<file path="src/rtl/digi_ota_array.sv">
`default_nettype none
// ============================================================================
// Module      : digi_ota_array
// Description : Clocked multi-channel digital OTA. For each channel, the
//               vip/vin pair is synchronised, classified as UP/DN/CM,
//               deglitched by a persistence counter, and committed to a
//               registered tri-state style output (out/out_oe). A saturating
//               up/down integrator emulates charge delivered to a load.
// Ports       : clk, rst (async, active-high), ena (global enable),
//               mode (0 = release on CM, 1 = hold last drive),
//               deglitch_len (extra samples a new condition must persist),
//               acc_clr (sync clear of integrators to midscale),
//               vip/vin [CHANNELS] async inputs,
//               out/out_oe/changed [CHANNELS],
//               acc [CHANNELS*ACC_W] (channel i at [i*ACC_W +: ACC_W]).
// Revision    : 1.0 - initial release
// ============================================================================
module digi_ota_array #(
  parameter int CHANNELS    = 2,
  parameter int SYNC_STAGES = 2,   // legal range 2..4
  parameter int DEGLITCH_W  = 4,
  parameter int ACC_W       = 8
) (
  input  logic                      clk,
  input  logic                      rst,
  input  logic                      ena,
  input  logic                      mode,
  input  logic [DEGLITCH_W-1:0]     deglitch_len,
  input  logic                      acc_clr,
  input  logic [CHANNELS-1:0]       vip,
  input  logic [CHANNELS-1:0]       vin,
  output logic [CHANNELS-1:0]       out,
  output logic [CHANNELS-1:0]       out_oe,
  output logic [CHANNELS-1:0]       changed,
  output logic [CHANNELS*ACC_W-1:0] acc
);

  typedef enum logic [1:0] {
    COND_CM = 2'd0,
    COND_UP = 2'd1,
    COND_DN = 2'd2
  } cond_t;

  localparam logic [ACC_W-1:0]      ACC_MID = {1'b1, {(ACC_W-1){1'b0}}};
  localparam logic [ACC_W-1:0]      ACC_MAX = {ACC_W{1'b1}};
  localparam logic [ACC_W-1:0]      ACC_ONE = {{(ACC_W-1){1'b0}}, 1'b1};
  localparam logic [DEGLITCH_W:0]   CNT_ONE = {{DEGLITCH_W{1'b0}}, 1'b1};

  for (genvar gi = 0; gi < CHANNELS; gi++) begin : g_ch
    logic [SYNC_STAGES-1:0] sp_q, sp_d, sn_q, sn_d;
    cond_t                  c_q, c_d, p_q, p_d, smp;
    logic [DEGLITCH_W-1:0]  cnt_q, cnt_d;
    logic [DEGLITCH_W:0]    cnt_inc;
    logic                   out_q, out_d, oe_q, oe_d, chg_q, chg_d;
    logic                   seen_q, seen_d;
    logic [ACC_W-1:0]       acc_q, acc_d;

    always_comb begin
      sp_d    = {sp_q[SYNC_STAGES-2:0], vip[gi]};
      sn_d    = {sn_q[SYNC_STAGES-2:0], vin[gi]};

      case ({sp_q[SYNC_STAGES-1], sn_q[SYNC_STAGES-1]})
        2'b10:   smp = COND_UP;
        2'b01:   smp = COND_DN;
        default: smp = COND_CM;
      endcase

      // Pending candidate equal to the committed condition means "nothing
      // pending"; this keeps the candidate compare a plain equality.
      c_d     = c_q;
      p_d     = p_q;
      cnt_d   = cnt_q;
      cnt_inc = {1'b0, cnt_q} + CNT_ONE;
      if (!ena) begin
        c_d   = COND_CM;
        p_d   = COND_CM;
        cnt_d = '0;
      end else if (smp == c_q) begin
        p_d   = c_q;
        cnt_d = '0;
      end else if (smp != p_q) begin
        p_d   = smp;
        cnt_d = '0;
        if (deglitch_len == '0) begin
          c_d = smp;
        end
      end else begin
        // >= so that shrinking deglitch_len mid-count commits promptly
        if (cnt_inc >= {1'b0, deglitch_len}) begin
          c_d   = p_q;
          cnt_d = '0;
        end else begin
          cnt_d = cnt_inc[DEGLITCH_W-1:0];
        end
      end

      chg_d  = (c_d != c_q);
      seen_d = seen_q;
      out_d  = out_q;
      oe_d   = oe_q;
      if (!ena) begin
        seen_d = 1'b0;
        out_d  = 1'b0;
        oe_d   = 1'b0;
      end else begin
        case (c_d)
          COND_UP: begin
            out_d  = 1'b1;
            oe_d   = 1'b1;
            seen_d = 1'b1;
          end
          COND_DN: begin
            out_d  = 1'b0;
            oe_d   = 1'b1;
            seen_d = 1'b1;
          end
          default: begin
            // Hold mode keeps driving the last decision, but only once a
            // decision has been made since enable/reset.
            if (mode) begin
              oe_d = seen_q;
            end else begin
              out_d = 1'b0;
              oe_d  = 1'b0;
            end
          end
        endcase
      end

      // Integrator follows the registered condition, one edge behind commit.
      acc_d = acc_q;
      if (acc_clr) begin
        acc_d = ACC_MID;
      end else if (ena) begin
        if (c_q == COND_UP && acc_q != ACC_MAX) begin
          acc_d = acc_q + ACC_ONE;
        end else if (c_q == COND_DN && acc_q != '0) begin
          acc_d = acc_q - ACC_ONE;
        end
      end
    end

    always_ff @(posedge clk or posedge rst) begin
      if (rst) begin
        sp_q   <= '0;
        sn_q   <= '0;
        c_q    <= COND_CM;
        p_q    <= COND_CM;
        cnt_q  <= '0;
        out_q  <= 1'b0;
        oe_q   <= 1'b0;
        chg_q  <= 1'b0;
        seen_q <= 1'b0;
        acc_q  <= ACC_MID;
      end else begin
        sp_q   <= sp_d;
        sn_q   <= sn_d;
        c_q    <= c_d;
        p_q    <= p_d;
        cnt_q  <= cnt_d;
        out_q  <= out_d;
        oe_q   <= oe_d;
        chg_q  <= chg_d;
        seen_q <= seen_d;
        acc_q  <= acc_d;
      end
    end

    assign out[gi]                  = out_q;
    assign out_oe[gi]               = oe_q;
    assign changed[gi]              = chg_q;
    assign acc[gi*ACC_W +: ACC_W]   = acc_q;
  end

endmodule
`default_nettype wire

</file>
<file path="config.mk">
export PLATFORM = sky130hd
export DESIGN_NAME = digi_ota_array
export DESIGN_NICKNAME = d
export VERILOG_FILES = /design/src/rtl/digi_ota_array.sv
export SDC_FILE = /design/constraint.sdc
export NUM_CORES = 1
export LEC_CHECK = 0
export ABC_AREA = 0
export CORE_MARGIN = 2
export CORE_UTILIZATION = 55
export DETAILED_ROUTE_END_ITERATION = 8
export PLACE_DENSITY = 0.78
export RECOVER_POWER = 25
export SYNTH_ARGS = -nofsm -noshare
export SYNTH_HDL_FRONTEND = slang
export SYNTH_SLANG_ARGS = --single-unit
</file>
<file path="constraint.sdc">
create_clock -name clk -period 3.95 [get_ports clk]
set_input_delay 0.5925 -clock clk [delete_from_list [all_inputs] [get_ports clk]]
set_output_delay 0.5925 -clock clk [all_outputs]
set_load 0.03 [all_outputs]
</file>
==> results of run 1 <==
[layout by cell type, fill, tap and decap left out, drive strengths merged, types with 9 or more instances in the layout]
cell type / count
dfrtp: 46
nand2: 33
o21ai: 32
clkdlybuf4s50: 28
inv: 25
ha: 24
nor2: 23
a21oi: 21
xor2: 10
nor2b: 10
nand3: 9
[flip-flops by register name (all words and copies together) (netlist names)]
name,count
g_ch.acc_q,16
g_ch.cnt_q,8
g_ch.c_q,4
g_ch.p_q,4
g_ch.sn_q,4
g_ch.sp_q,4
g_ch.chg_q,2
g_ch.oe_q,2
g_ch.out_q,2
g_ch.seen_q,2
[cell usage after synthesis (7+ instances only)]
library cell / n / share of area [%]
a21o_1: 8 / 1.9
a21oi_1: 20 / 3.2
buf_4: 7 / 1.7
dfrtp_1: 46 / 36
ha_1: 24 / 9.5
inv_1: 25 / 3.0
nand2_1: 33 / 3.9
nand3_1: 9 / 1.4
nor2_1: 23 / 2.7
nor2b_1: 8 / 1.6
nor3_1: 7 / 1.1
o21ai_0: 23 / 3.6
o21ai_1: 8 / 1.3
xor2_1: 10 / 2.8
[kinds of logic after synthesis]
kind of cell | after synthesis | share of synthesized area [%]
adder cells (fa/ha/maj) | 26 | 10.7
AND/OR/NAND/NOR | 113 | 19.0
multiplexers | 7 | 2.60
AO/OA/AOI/OAI | 91 | 18.6
XOR/XNOR | 16 | 4.41
flip-flops | 48 | 37.9
buffers and inverters | 39 | 6.74
[area by class of cell]
cell class | instances | area (sq um) | area share, %
flip-flops and latches | 48 | 1200 | 33.4
inverters | 25 | 93.8 | 2.61
multi-input cells | 253 | 1760 | 48.8
well taps | 72 | 90.1 | 2.50
repair buffers | 36 | 355 | 9.87
clock buffers | 8 | 100 | 2.78
[worst max-delay path: cells and delay by family]
| family | cells | cell delay (ns) |
|---|---|---|
| AO/OA/AOI/OAI | 6 | 1.14 |
| adder cells (fa/ha/maj) | 2 | 0.57 |
| AND/OR/NAND/NOR | 2 | 0.44 |
| multiplexers | 1 | 0.11 |
| buffers and inverters | 1 | 0.56 |
[per-stage QoR]
stage                     hold slack [ns]  power [W]  instance area [sq um]
final                               0.353    0.00170                   3600
after global routing                0.373    0.00181                   3600
after CTS                           0.356    0.00171                   3600
after detailed placement            0.335    0.00138                   3500
after global placement              0.332    0.00136                   3500
after floorplan                     0.331    0.00120                   3180
[metal layers]
metal	routed length [um]	up-vias
met3	138	5
met1	3100	1194
met4	74	0
met5	0	-
li1	-	1254
met2	2900	37
[power groups by stage]
stage | Sequential [W] | Clock (W) | Combinational (W)
2_1_floorplan | 0.000678 | 0 | 0.000519
3_3_place_gp | 0.000645 | 0 | 0.000715
3_5_place_dp | 0.000645 | 0 | 0.000739
4_1_cts | 0.000636 | 0.000329 | 0.000743
5_1_grt | 0.000649 | 0.000350 | 0.000814
6_report | 0.000637 | 0.000322 | 0.000737
[path summary, 6_finish.rpt]
kind	startpoint	end	cells past startpoint
max	deglitch_len[0]	g_ch[1].oe_q$_DFF_PP0_	12
min	g_ch[1].sn_q[0]$_DFF_PP0_	g_ch[1].sn_q[1]$_DFF_PP0_	0
max reg2reg	g_ch[0].cnt_q[0]$_DFF_PP0_	g_ch[0].oe_q$_DFF_PP0_	12
min reg2reg	g_ch[1].sn_q[0]$_DFF_PP0_	g_ch[1].sn_q[1]$_DFF_PP0_	0
max in group asynchronous	rst	g_ch[0].p_q[0]$_DFFE_PP0P_	2
min in group asynchronous	rst	g_ch[0].acc_q[6]$_DFFE_PP0P_	2
==> results.py, run 1 <==
metrics = {
    "run_status": {
        "status": "finished, violations left",
        "violations": "capacitance limit, slew limit",
    },
    "logic_synthesis": {
        "yosys_warnings": 0,
        "synth_edf_count": 0,
        "synth_nets": 379,
        "synth_ff_type": "dfrtp_1",
        "synth_cell_types": 60,
        "synth-async-reset-ratio_pct": 100,
        "syn_area_per_cell_sq_um": 9.34,
        "synth-seq-area-share_pct": 37.9,
        "synth.cell_area_sq_mm": 0.00318,
        "netlist_instances": 340,
        "ys_seq_elements": 48,
    },
    "worst_setup_path": {
        "slowest_stage": "clkdlybuf4s50_1",
        "endpoint_kind": "flip-flop",
        "ff2ff_setup_slack_ns": 0.86,
        "timing.critical_path.cells": "clkdlybuf4s50_1, ha_1, nand2b_1, a21o_1, a21oi_1, o21a_1, mux2i_1, a21o_1, or2_2, ha_1, a21oi_1, a21boi_0",
        "critical_path_peak_fanout": 4,
        "critPathRequiredTime_ns": 4.17,
        "critPathArrivalTime_ns": 3.42,
        "max_stage_delay_ns": 0.56,
        "critPathLaunchType": "input port",
        "crit_type": "input port to flip-flop",
    },
    "power": {
        "seqPwrFrac_pct": 37.6,
        "power.switching_w": 0.000649,
        "irDropWorstVdd_uv": 291,
        "switching_share_pct": 38.2,
        "clkPwrFrac_pct": 19.0,
        "p_leak_nw": 1.70,
        "power_report.internal_total_w": 0.00105,
        "pwr_density_cell_mw_per_mm2": 471,
        "power.combinational.fraction_pct": 43.5,
    },
    "global_route": {
        "grt_pass1_vias": 2287,
        "grt_pass1_wl_um": 10500,
        "grtUsageMet2_pct": 32.3,
        "grt_use_total_pct": 20.6,
        "grt_overflow": 0,
        "use_met3_pct": 2.71,
        "antenna_found_initial": 0,
        "use_met1_pct": 29.6,
        "top_usage_layer": "met2",
        "grt_max_degree": 49,
    },
    "clocking": {
        "cts_hold_buffers": 0,
        "postCtsSetupBuffers": 0,
        "cts_buffer_depth": 2,
        "h-tree-depth": 2,
        "cts_buffers": 5,
        "cts.reportedPaths.clkPinSlew_ns": 0.09,
        "cts_tree": "built",
        "clock-sinks": 48,
        "cts-root-buf": "clkbuf_8",
        "clk_latency_ns": 0.30,
        "cts_resized": 0,
    },
    "place": {
        "pre_cts_ws_ns": 0.441,
        "io_buffer_count": 34,
        "place_inst": 434,
        "routabilityCongestion": 0.875,
        "post-dp-hpwl_um": 4630,
    },
    "min_path": {
        "hold_class": "flip-flop to flip-flop",
    },
    "drt": {
        "routed_wl_um": 6210,
        "drtIter0Drc": 128,
        "drc": 0,
        "firstDrtPassIters": 4,
        "vias": 2490,
        "vias_per_cell": 5.63,
        "drt-wirelength-per-cell_um": 14.0,
        "ant_nets": 0,
    },
    "cells_and_area": {
        "fin_util_pct": 65.0,
        "area_growth_pct": 13.4,
        "stdcell_count": 442,
        "final_nets": 408,
        "antenna-diode-count": 0,
        "fill_cells": 492,
        "drive_above_1_share_pct": 7.57,
    },
    "floorplan": {
        "row_count": 27,
        "ios": 35,
        "start_util_pct": 57.3,
        "die_h_um": 80.0,
        "core-area_sq_mm": 0.00554,
        "dieArea_sq_mm": 0.00640,
        "fp.dieW_um": 80.0,
    },
    "timing": {
        "slew_headroom_pct": -18.3,
        "finalSetupTns_ns": 0,
        "period_needed_ns": 3.20,
        "rsz0062_at_grt": "false",
        "worst_pin_slew_ns": 1.77,
        "fmax_mhz": 312,
        "setup_ws_ns": 0.750,
        "hold_violations": 0,
        "finalClockSkew_ns": 0.00945,
        "maxSlewViolCount": 49,
        "setup_viol": 0,
        "fin_crit_sh_pct": 81.0,
    },
    "flow_run": {
        "cap_violations": 1,
    },
}
Power figures use the tool's default switching activity.
==> inputs of run 2 (changes only) <==
CORE_UTILIZATION = 51   (was 55)
PLACE_DENSITY = 0.76   (was 0.78)
clock period = 2.9 ns   (was 3.95 ns; I/O delays follow)
==> run 2 against run 1 <==
Die area rose by 7.4%. Clock-buffer cell count decreased by 1. Worst hold slack improved by 0.0036 ns. Wire length grew 6.0%. Non-clock buffer count up 26. The run now ends clean. Critical endpoint unchanged.
==> results.py, run 2 (same netlist as run 1, synthesis figures left out) <==
metrics = {
    "worst_setup_path": {
        "critPathArrivalTime_ns": 2.96,
        "critical_path_peak_fanout": 4,
        "critPathRequiredTime_ns": 3.10,
        "endpoint_kind": "flip-flop",
        "r2r.worst_path.cells": 14,
        "ff2ff_setup_slack_ns": 0.17,
        "crit_type": "input port to flip-flop",
        "critPathLaunchType": "input port",
    },
    "power": {
        "p_leak_nw": 1.82,
        "irDropWorstVdd_uv": 388,
        "fin_total_pwr_w": 0.00238,
        "pwr_density_cell_mw_per_mm2": 615,
    },
    "cells_and_area": {
        "drive_above_1_share_pct": 16.2,
        "antenna-diode-count": 0,
        "multi_input_area_sq_mm": 0.00183,
        "mostFrequentLayoutCells": "dfrtp_1, nand2_1, clkdlybuf4s50_1",
        "layout.cells.most_common": "dfrtp_1",
        "area_growth_pct": 21.7,
        "fin_util_pct": 64.9,
        "seq_area_sq_mm": 0.00120,
        "largest_register_ffs": 16,
        "top_regs": "g_ch.acc_q x16, g_ch.cnt_q x8",
        "final_nets": 434,
        "fill_cells": 515,
        "regMostFlops": "g_ch.acc_q",
    },
    "timing": {
        "worst_pin_slew_ns": 1.22,
        "finalClockSkew_ns": 0.00212,
        "slew_headroom_pct": 18.5,
        "fmax_mhz": 362,
        "period_needed_ns": 2.76,
        "hold_ws_ns": 0.357,
        "setup_ws_ns": 0.136,
        "maxSlewViolCount": 0,
        "hold_violations": 0,
        "fin_crit_sh_pct": 95.3,
        "setup_viol": 0,
        "finalSetupTns_ns": 0,
    },
    "place": {
        "io_buffer_count": 34,
        "post-dp-hpwl_um": 4960,
        "pre_cts_ws_ns": -0.314,
        "routabilityCongestion": 0.879,
    },
    "floorplan": {
        "row_count": 28,
        "dieArea_sq_mm": 0.00687,
        "die_h_um": 82.9,
        "ios": 35,
        "start_util_pct": 53.3,
        "core-area_sq_mm": 0.00596,
        "fp.dieW_um": 82.9,
    },
    "clocking": {
        "cts-root-buf": "clkbuf_8",
        "h-tree-depth": 2,
        "clk_latency_ns": 0.30,
        "cts_buffers": 5,
        "cts_tree": "built",
        "clock-sinks": 48,
        "cts_hold_buffers": 0,
        "cts_buffer_depth": 2,
        "cts.reportedPaths.clkPinSlew_ns": 0.09,
    },
    "min_path": {
        "hold_class": "flip-flop to flip-flop",
        "holdPathStages": 0,
    },
    "drt": {
        "drt-wirelength-per-cell_um": 14.0,
        "drtIter0Drc": 146,
        "vias": 2592,
        "firstDrtPassIters": 4,
        "drc": 0,
        "routed_wl_um": 6580,
        "vias_per_cell": 5.50,
        "ant_nets": 0,
    },
    "global_route": {
        "grt_pass1_vias": 2597,
        "grt_pass1_wl_um": 11500,
        "grt_max_degree": 49,
        "grt_overflow": 0,
        "antenna_found_initial": 0,
        "grt_use_total_pct": 20.0,
    },
    "flow_run": {
        "cap_violations": 0,
    },
    "run_status": {
        "status": "completed",
    },
}
==> run 2: changes by cell type in the layout (fill, tap and decap cells not counted), moves of 2 or more <==
cell / before / now
buf_4: 2 / 26
a21boi_0: 3 / 1
o21ai_1: 8 / 10
a21oi_2: 1 / 4
a21oi_1: 20 / 17
ha_4: 0 / 2
ha_1: 24 / 21
o21ai_0: 23 / 21
a21boi_2: 0 / 2
==> run 2: power breakdown <==
| part | switching, W | internal (W) |
|---|---|---|
| logic | 0.000588 | 0.000512 |
| clock network | 0.000234 | 0.000194 |
| registers | 0.0000902 | 0.000760 |
==> run 2: layout make-up <==
cell class,count,share of cell area [%]
Timing Repair Buffer,62,14.1
Clock buffer,7,2.23
Inverter,25,2.43
Multi-Input combinational cell,253,47.5
Tap cell,75,2.43
Clock inverter,1,0.194
Sequential cell,48,31.2
==> run 2: routing by layer <==
metal / track usage [%] / wire length [um] / vias to the layer above
met2: 34.7 / 3360 / 36
met1: 26.3 / 2990 / 1250
met4: 5.51 / 81 / 0
li1: - / - / 1300
met5: 0 / 0 / -
met3: 2.78 / 143 / 6
==> run 2: stage by stage <==
stage               instances  area [sq um]
finish                    471          3860
global route              471          3860
CTS                       470          3790
detailed placement        462          3690
global placement          462          3690
floorplan                 340          3180
==> run 2: critical path: stages <==
cell	delay, ns
clkdlybuf4s50_1	0.43
ha_1	0.30
nand2b_1	0.16
a21o_1	0.19
a21oi_2	0.14
o21a_1	0.15
mux2i_1	0.09
a21o_1	0.20
or2_2	0.32
ha_4	0.30
a21oi_2	0.06
a21boi_2	0.16
==> run 2: final timing paths <==
check / start / to
max in group asynchronous: rst / g_ch[0].out_q$_DFFE_PP0P_
min in group asynchronous: rst / g_ch[0].acc_q[6]$_DFFE_PP0P_
hold / removal: g_ch[1].sn_q[0]$_DFF_PP0_ / g_ch[1].sn_q[1]$_DFF_PP0_
setup reg to reg: g_ch[0].cnt_q[0]$_DFF_PP0_ / g_ch[0].out_q$_DFFE_PP0P_
hold reg to reg: g_ch[1].sn_q[0]$_DFF_PP0_ / g_ch[1].sn_q[1]$_DFF_PP0_
setup / recovery: deglitch_len[0] / g_ch[1].oe_q$_DFF_PP0_
==> run 2: timing repair <==
item                                   CTS  global route
gates resized for setup                  3            13
endpoints found under the hold margin    0             0
pin swaps                                0             4
setup endpoints to repair                2             7
setup buffers                            0             1
